==> src/rtl/md_if.sv <==
// md_if: request/result bundle between the EX stage and the multiply/divide unit
interface md_if #(parameter int WIDTH = 32);
  logic             start;
  logic [2:0]       func;
  logic             is_sign;
  logic [WIDTH-1:0] a;
  logic [WIDTH-1:0] b;
  logic             cancel;
  logic [WIDTH-1:0] hi;
  logic [WIDTH-1:0] lo;
  logic             busy;
  logic             done;
  modport master(output start, func, is_sign, a, b, cancel, input hi, lo, busy, done);
  modport slave(input start, func, is_sign, a, b, cancel, output hi, lo, busy, done);
endinterface

==> src/rtl/md_unit.sv <==
// md_unit: multi-cycle MUL/DIV with HI/LO registers; MD_MADD_EN compiles in MADD/MSUB accumulate
module md_unit #(
  parameter int WIDTH   = 32,
  parameter int MUL_LAT = 3
) (
  input logic clk,
  input logic rst,
  md_if.slave bus
);
  localparam int CW = $clog2(WIDTH + 1) > $clog2(MUL_LAT + 1) ? $clog2(WIDTH + 1) : $clog2(MUL_LAT + 1);
  typedef enum logic [2:0] {IDLE, MUL, DIV_PREP, DIV_ITER, DIV_FIX} state_t;
  state_t state, nxt;
  logic [CW-1:0] cnt;
  logic [WIDTH-1:0] sa, sb, quo, rem, hi_r, lo_r, abs_a, abs_b, q_fix, r_fix;
  logic [WIDTH:0] shifted, trial;
  logic [2*WIDTH-1:0] ea, eb, prod, prod_q, mres, wb;
  logic sgn, fn_ok, accept, commit, done_r;
`ifdef MD_MADD_EN
  logic acc, sub;
  assign fn_ok = bus.func != 3'd0 && bus.func != 3'd7;
  assign mres  = !acc ? prod_q : sub ? {hi_r, lo_r} - prod_q : {hi_r, lo_r} + prod_q;
`else
  assign fn_ok = bus.func != 3'd0 && bus.func < 3'd5;
  assign mres  = prod_q;
`endif
  assign accept  = state == IDLE && bus.start && !bus.cancel && fn_ok;
  assign ea      = sgn ? {{WIDTH{sa[WIDTH-1]}}, sa} : {{WIDTH{1'b0}}, sa};
  assign eb      = sgn ? {{WIDTH{sb[WIDTH-1]}}, sb} : {{WIDTH{1'b0}}, sb};
  assign prod    = ea * eb;
  assign abs_a   = sgn && sa[WIDTH-1] ? -sa : sa;
  assign abs_b   = sgn && sb[WIDTH-1] ? -sb : sb;
  assign shifted = {rem, quo[WIDTH-1]};
  assign trial   = shifted - {1'b0, abs_b};
  assign q_fix   = sgn && (sa[WIDTH-1] ^ sb[WIDTH-1]) ? -quo : quo;
  assign r_fix   = sgn && sa[WIDTH-1] ? -rem : rem;
  assign wb      = state == MUL ? mres : sb == '0 ? {sa, {WIDTH{1'b1}}} : {r_fix, q_fix};
  assign bus.hi   = hi_r;
  assign bus.lo   = lo_r;
  assign bus.busy = state != IDLE;
  assign bus.done = done_r;
  generate
    if (MUL_LAT == 1) begin : g_comb
      assign prod_q = prod;
    end else begin : g_pipe
      logic [2*WIDTH-1:0] p [MUL_LAT-1];
      // product pipeline stages fed from the captured operands
      always_ff @(posedge clk or posedge rst) begin
        if (rst) for (int i = 0; i < MUL_LAT - 1; i++) p[i] <= '0;
        else begin
          p[0] <= prod;
          for (int i = 1; i < MUL_LAT - 1; i++) p[i] <= p[i-1];
        end
      end
      assign prod_q = p[MUL_LAT-2];
    end
  endgenerate
  // next state and commit strobe; cancel overrides everything while busy
  always_comb begin
    nxt    = state;
    commit = 1'b0;
    case (state)
      IDLE:     if (accept) nxt = bus.func == 3'd2 ? DIV_PREP : bus.func == 3'd3 || bus.func == 3'd4 ? IDLE : MUL;
      MUL:      if (cnt == CW'(MUL_LAT - 1)) begin nxt = IDLE; commit = 1'b1; end
      DIV_PREP: nxt = DIV_ITER;
      DIV_ITER: if (cnt == CW'(WIDTH - 1)) nxt = DIV_FIX;
      DIV_FIX:  begin nxt = IDLE; commit = 1'b1; end
      default:  nxt = IDLE;
    endcase
    if (bus.cancel && state != IDLE) begin
      nxt    = IDLE;
      commit = 1'b0;
    end
  end
  // state register
  always_ff @(posedge clk or posedge rst) begin
    if (rst) state <= IDLE;
    else state <= nxt;
  end
  // operand capture, divider iterations, HI/LO writes and done pulse
  always_ff @(posedge clk or posedge rst) begin
    if (rst) begin
      cnt    <= '0;
      sa     <= '0;
      sb     <= '0;
      sgn    <= 1'b0;
      quo    <= '0;
      rem    <= '0;
      hi_r   <= '0;
      lo_r   <= '0;
      done_r <= 1'b0;
`ifdef MD_MADD_EN
      acc    <= 1'b0;
      sub    <= 1'b0;
`endif
    end else begin
      done_r <= commit;
      cnt    <= state != nxt ? '0 : cnt + 1'b1;
      if (accept) begin
        sa  <= bus.a;
        sb  <= bus.b;
        sgn <= bus.is_sign;
`ifdef MD_MADD_EN
        acc <= bus.func != 3'd1;
        sub <= bus.func == 3'd6;
`endif
      end
      if (accept && bus.func == 3'd3) hi_r <= bus.a;
      if (accept && bus.func == 3'd4) lo_r <= bus.a;
      if (state == DIV_PREP) begin
        rem <= '0;
        quo <= abs_a;
      end
      if (state == DIV_ITER) begin
        rem <= trial[WIDTH] ? shifted[WIDTH-1:0] : trial[WIDTH-1:0];
        quo <= {quo[WIDTH-2:0], ~trial[WIDTH]};
      end
      if (commit) {hi_r, lo_r} <= wb;
    end
  end
endmodule

==> src/flat_wrapper.sv <==
// flat-port wrapper written by rule: the top's interface ports become plain ports
module md_unit_flat 
#(
  parameter int WIDTH   = 32,
  parameter int MUL_LAT = 3
)
  (clk, rst, bus_start, bus_func, bus_is_sign, bus_a, bus_b, bus_cancel, bus_hi, bus_lo, bus_busy, bus_done);
  md_if #(.WIDTH(WIDTH)) bus_i ();
  input logic clk;
  input logic rst;
  input wire logic [$bits(bus_i.start)-1:0] bus_start;
  input wire logic [$bits(bus_i.func)-1:0] bus_func;
  input wire logic [$bits(bus_i.is_sign)-1:0] bus_is_sign;
  input wire logic [$bits(bus_i.a)-1:0] bus_a;
  input wire logic [$bits(bus_i.b)-1:0] bus_b;
  input wire logic [$bits(bus_i.cancel)-1:0] bus_cancel;
  output wire logic [$bits(bus_i.hi)-1:0] bus_hi;
  output wire logic [$bits(bus_i.lo)-1:0] bus_lo;
  output wire logic [$bits(bus_i.busy)-1:0] bus_busy;
  output wire logic [$bits(bus_i.done)-1:0] bus_done;
  assign bus_i.start = bus_start;
  assign bus_i.func = bus_func;
  assign bus_i.is_sign = bus_is_sign;
  assign bus_i.a = bus_a;
  assign bus_i.b = bus_b;
  assign bus_i.cancel = bus_cancel;
  assign bus_hi = bus_i.hi;
  assign bus_lo = bus_i.lo;
  assign bus_busy = bus_i.busy;
  assign bus_done = bus_i.done;
  md_unit #(.WIDTH(WIDTH), .MUL_LAT(MUL_LAT)) u_core (.clk(clk), .rst(rst), .bus(bus_i));
endmodule
==> config.mk <==
export PLATFORM = sky130hd
export DESIGN_NAME = md_unit_flat
export DESIGN_NICKNAME = d
export VERILOG_FILES = /design/src/rtl/md_if.sv /design/src/rtl/md_unit.sv /design/src/flat_wrapper.sv
export SDC_FILE = /design/constraint.sdc
export NUM_CORES = 2
export LEC_CHECK = 0
export ABC_AREA = 1
export BUFFER_PORTS_ARGS = -buffer_cell sky130_fd_sc_hd__clkbuf_2
export CAP_MARGIN = 40
export CORE_ASPECT_RATIO = 0.7
export CORE_MARGIN = 1.5
export CORE_UTILIZATION = 45
export CTS_CLUSTER_SIZE = 25
export DETAILED_ROUTE_END_ITERATION = 10
export PLACE_DENSITY_LB_ADDON = 0.2
export SLEW_MARGIN = 15
export SYNTH_ARGS = -nofsm -noshare
export SYNTH_HDL_FRONTEND = slang
export SYNTH_SLANG_ARGS = --single-unit
==> constraint.sdc <==
create_clock -name clk -period 31 [get_ports clk]
set_clock_uncertainty 0.15 [all_clocks]
set_input_delay 6.2 -clock clk [delete_from_list [all_inputs] [get_ports clk]]
set_output_delay 6.2 -clock clk [all_outputs]
set_load 0.03 [all_outputs]
# Yosys cells after proc, flatten, opt, wreduce, memory -nomap -nowiden

Index checks and enable logic that the tools add are counted.

Add/subtract/negate cells: 6
$mul: 1
Order comparisons: 1
Eq/ne operators: 10
Muxes and demuxes: 28
Bitwise logic cells: 2
Reduce and logical (&&, ||, !) cells: 19

Operators by type and width:

| cell                                                | number |
|---|---|
| 2-to-1 mux 32 bit                                   | 13 |
| 2-to-1 mux 64 bit                                   | 4 |
| negator 32 bit                                      | 4 |
| multiplier 64 x 64 -> 64 bit                        | 1 |
| subtractor 33 x 32 -> 33 bit                        | 1 |
| logical NOT 32 bit                                  | 1 |
| 2-to-1 mux 3 bit                                    | 5 |
| equality test 3 x 2 -> 1 bit, second input constant | 4 |
| case mux 3 bit (4 select lines)                     | 1 |
| logical AND 1 bit                                   | 10 |
| adder 6 x 1 -> 6 bit, second input constant         | 1 |
| equality test 3 bit, second input constant          | 2 |
| equality test 6 x 2 -> 1 bit, second input constant | 1 |
| equality test 6 x 5 -> 1 bit, second input constant | 1 |
| 2-to-1 mux 6 bit                                    | 1 |
| nonzero test 2 bit                                  | 3 |
| nonzero test 3 bit                                  | 2 |
| equality test 3 x 1 -> 1 bit, second input constant | 1 |
| logical NOT 3 bit                                   | 1 |
| less-than comparator 3 bit, second input constant   | 1 |
| 2-to-1 mux 1 bit                                    | 3 |
| inequality test 3 bit                               | 1 |
| case mux 1 bit (2 select lines)                     | 1 |
| logical NOT 1 bit                                   | 1 |
| other kinds (3)                                     | 3 |

Bits in registers: 331
Input port bits: 72
Output and inout port bits: 66
Word-level logic and storage cells: 79

# Longest topological paths before layout

Depth after elaboration: 9
Gate-level depth with buffers: 42
Gate-level depth less buffers: 40

# Worst setup path after synthesis

OpenSTA, ideal clock, no wires.

Kind: flip-flop to flip-flop
Start point: register u_core.sa[31]
End point: register u_core.g_pipe.p[119] (netlist name)
Setup time: 0.122 ns
Data arrival time: 8.849 ns
Data required time: 30.728 ns
Setup slack: 21.879 ns
Stages on the path, launching flop included: 35
Buffers on the path: 4
Period minus slack after synthesis: 9.121 ns
Cells stage by stage: dfrtp_1 -> buf_2 -> nand2_1 -> inv_2 -> buf_2 -> buf_2 -> buf_1 -> nand2_1 -> fa_1 -> fa_1 -> inv_1 -> fa_1 -> inv_1 -> fa_1 -> inv_1 -> fa_1 -> fa_1 -> fa_1 -> fa_1 -> fa_1 -> inv_1 -> fa_1 -> inv_1 -> ha_1 -> nand2_1 -> nor2_1 -> inv_1 -> nor2_1 -> inv_1 -> nor2_1 -> inv_1 -> nor4_1 -> nand2_1 -> o2111ai_1 -> nand2_1

Longest elaborated chain between the ends: 2

RTL lines:

| what                         | RTL line      | source |
|---|---|---|
| start, declared              | md_unit.sv:14 | `logic [WIDTH-1:0] sa, sb, quo, rem, hi_r, lo_r, abs_a, abs_b, q_fix, r_fix;` |
| start signal, assigned       | md_unit.sv:99 | `sa <= bus.a;` |
| 2-to-1 mux 64 bit            | md_unit.sv:27 | `assign ea = sgn ? {{WIDTH{sa[WIDTH-1]}}, sa} : {{WIDTH{1'b0}}, sa};` |
| multiplier 64 x 64 -> 64 bit | md_unit.sv:29 | `assign prod = ea * eb;` |
| net u_core.prod[55]          | md_unit.sv:16 | `logic [2*WIDTH-1:0] ea, eb, prod, prod_q, mres, wb;` |
| end, declared                | md_unit.sv:45 | `logic [2*WIDTH-1:0] p [MUL_LAT-1];` |

The timed path passes the listed nets, and every way through them passes these cells.
A chain may end at the register's enable or synchronous reset.

# Worst setup path after layout

Start point: register u_core.sa[1]
End point: register u_core.g_pipe.p[123] (netlist name)

The elaborated chain is that of the path after synthesis.

==> impl_metrics.env <==
export IMPL_status="finished, final reports clean"
export IMPL_cts_clk_slew_worst_paths_ps=60
export IMPL_multi_input_area_um2=49300
export IMPL_ant_nets=0
export IMPL_period_share=0.3351
export IMPL_initial_core_util=0.4546
export IMPL_num_rows=119
export IMPL_worstSetupPathType="flip-flop to flip-flop"
export IMPL_port_buffer_count=137
export IMPL_whs_path_depth=0
export IMPL_drcViolationCount=0
export IMPL_die_h_um=329.4
export IMPL_ys_types=59
export IMPL_antenna_found_initial=15
export IMPL_path_delay_family="adder cells"
export IMPL_syn_inst=8617
export IMPL_cp_depth=32
export IMPL_hold_buffers=0
export IMPL_critPathSlowestCell="xor2_1"
export IMPL_cts_tree="built"
export IMPL_gr_usage_all_layers=0.3471
export IMPL_required_ps=31330
export IMPL_core_area_um2=150700
export IMPL_grt_max_degree=95
export IMPL_reg2regPathDepth=32
export IMPL_worstPathMaxFanout=34
export IMPL_ys_ff_latch=331
export IMPL_r2r_setup_slack_ps=20610
export IMPL_grt_pass1_wl_um=391400
export IMPL_setup_viol=0
export IMPL_ff_latch_area_um2=8312
export IMPL_final_nets=10410
export IMPL_cts_sinks=331
export IMPL_post_route_util=0.4824
export IMPL_clock_fmax_mhz=96.25
export IMPL_synth_warnings=0
export IMPL_cts_buffers=41
export IMPL_overflow=0
export IMPL_worst_pin_slew_ps=981.6
export IMPL_dr_total_vias=56100
export IMPL_worstPathArrival_ps=10720
export IMPL_cts_setup_buffers=0
export IMPL_insertion_delay_ps=600
export IMPL_cp_num_buf_inv=10
export IMPL_io_pins=138
export IMPL_dieArea_um2=154600
export IMPL_cts_resized=0
export IMPL_nFillCells=14910
export IMPL_slew_viol_final=0
export IMPL_tns_ps=0
export IMPL_dp_final_hpwl_um=219400
export IMPL_vias_per_cell=5.295
export IMPL_crit_path_max_incr_delay_ps=580
export IMPL_first_iter_violations=6447
export IMPL_drtPass1Iterations=6
export IMPL_syn_num_nets=10460
export IMPL_period_needed_ps=10390
export IMPL_syn_avg_cell_area_um2=7.949
export IMPL_area_growth_pct=6.131
export IMPL_finalHoldViolations=0
export IMPL_max_cap_violations=0
export IMPL_gp_congestion=1.027
export IMPL_wirelength_um=263800
export IMPL_synthesis_area_um2=68490
export IMPL_async_flop_share=1.000
export IMPL_ys_seq_area_frac=0.1209
export IMPL_wire_per_inst_um=24.90
export IMPL_cts_htree_levels=2
export IMPL_rsz0062_at_grt="no"
export IMPL_dieWidth_um=469.3
export IMPL_cts_buffer_depth=3
export IMPL_ys_flop_type="dfrtp_1"
export IMPL_synth_edff_count=0
export IMPL_hold_path_class="flip-flop to flip-flop"
export IMPL_slew_headroom=0.3412
export IMPL_cts_root_buf="clkbuf_16"
export IMPL_start_kind="flip-flop"
export IMPL_drive_gt1_frac=0.05119
export IMPL_grt_pass1_vias=58270
export IMPL_cp_end_kind="flip-flop"
==> Yosys cell counts, types with 6 or more instances <==
cell,instances,area [um^2]
nor2_1,623,2338
nor2_2,8,50.05
buf_1,100,375.4
inv_2,21,78.83
dfrtp_1,331,8283
nand2_1,1904,7147
a21boi_0,6,45.04
o2111ai_1,6,52.55
o21bai_1,25,187.7
nand2_2,7,43.79
ha_1,354,4429
nand3_1,223,1116
a21oi_1,176,880.8
a21o_1,9,67.56
or2_2,11,68.82
buf_4,10,75.07
o221ai_1,24,210.2
fa_1,1416,28350
buf_6,8,90.09
o21a_1,6,45.04
buf_2,54,270.3
clkbuf_1,183,686.9
o21ai_0,168,840.8
xor2_1,144,1261
a21oi_2,9,78.83
o21ai_2,6,52.55
nand3_2,6,60.06
nor3_1,38,190.2
nand3b_1,14,105.1
inv_1,2488,9339
nand4_1,35,219.0
a31oi_1,34,212.7
xnor2_1,42,367.9
o21ai_1,54,270.3
o211ai_1,26,195.2
nor4_1,11,68.82
==> area by class of cell <==
type	instances	share of cell area
Antenna cell	3	0.0001033
Clock buffer	65	0.01716
Clock inverter	11	0.002031
Inverter	2513	0.1299
Multi-Input combinational cell	5418	0.6782
Sequential cell	331	0.1143
Tap cell	1996	0.03436
Timing Repair Buffer	258	0.02387
==> kinds of logic after synthesis <==
kind of cell | after synthesis | synth area share
AO/OA/AOI/OAI | 566 | 0.04795
XOR/XNOR | 186 | 0.02378
AND/OR/NAND/NOR | 2896 | 0.1692
adder cells (fa/ha/maj) | 1770 | 0.4785
flip-flops | 331 | 0.1209
buffers and inverters | 2868 | 0.1597
==> metrics by stage <==
step	worst slack (ps)	hold slack (ps)	std cells	cell area [um^2]
3_3_place_gp	20750	183.2	10500	70990
6_report	20610	177.0	10600	72690
2_1_floorplan	15480	181.2	8617	68490
5_1_grt	20320	196.8	10590	72690
4_1_cts	20760	175.8	10590	72650
3_5_place_dp	20800	185.5	10510	71260
==> final timing paths <==
path	from	endpoint
max in group asynchronous	rst	u_core.g_pipe.p[122]$_DFF_PP0_
worst min-delay path	u_core.g_pipe.p[100]$_DFF_PP0_	u_core.mres[36]$_DFF_PP0_
worst max-delay path	u_core.sa[1]$_DFFE_PP0P_	u_core.g_pipe.p[123]$_DFF_PP0_
worst min register to register	u_core.g_pipe.p[100]$_DFF_PP0_	u_core.mres[36]$_DFF_PP0_
min in group asynchronous	rst	u_core.bus.hi[19]$_DFFE_PP0P_
worst max register to register	u_core.sa[1]$_DFFE_PP0P_	u_core.g_pipe.p[123]$_DFF_PP0_
==> state kept, by name, indices dropped and copies added (netlist names) <==
register         flops
u_core.sgn           1
u_core.bus.done      1
u_core.bus.lo       32
u_core.rem          32
u_core.sa           32
u_core.quo          32
u_core.state         3
u_core.cnt           6
u_core.bus.hi       32
u_core.mres         64
u_core.g_pipe.p     64
u_core.sb           32
==> cell usage in the layout, fill, tap and decap left out, types with 5 or more instances in the layout <==
| cell | count |
|---|---|
| clkbuf_2 | 137 |
| o21bai_1 | 25 |
| nand2_2 | 9 |
| nor4_1 | 11 |
| o21a_1 | 6 |
| clkbuf_8 | 11 |
| nor2_2 | 11 |
| nor2_1 | 620 |
| o21ai_1 | 55 |
| nand3_2 | 6 |
| a21o_1 | 9 |
| dfrtp_2 | 23 |
| clkbuf_16 | 42 |
| fa_1 | 1416 |
| a21oi_1 | 176 |
| o2111ai_1 | 6 |
| inv_2 | 21 |
| a31oi_1 | 34 |
| a21boi_0 | 6 |
| o21ai_2 | 6 |
| xnor2_1 | 42 |
| o21ai_0 | 167 |
| nand3_1 | 223 |
| nand3b_1 | 14 |
| ha_1 | 354 |
| clkbuf_1 | 12 |
| a21oi_2 | 9 |
| dfrtp_1 | 308 |
| o211ai_1 | 26 |
| inv_1 | 2487 |
| o221ai_1 | 24 |
| nand2_1 | 1901 |
| nor3_2 | 6 |
| buf_4 | 109 |
| nand4_1 | 35 |
| buf_12 | 5 |
| nor3_1 | 37 |
| xor2_1 | 144 |
| or2_2 | 11 |
==> per-layer routing <==
layer  share of wire  routed length (um)  global-route usage  vias up
met1            0.45              118000              0.5174    28380
met2            0.41              107400              0.5025     2878
li1                -                   -                   -    24470
met3            0.11               29910             0.08312      360
met5         0.00021                  56                   0        -
met4           0.032                8462             0.09552        8
Power is not shown: default switching activity piles up to over one toggle a cycle in this logic, so the estimate is an artifact.
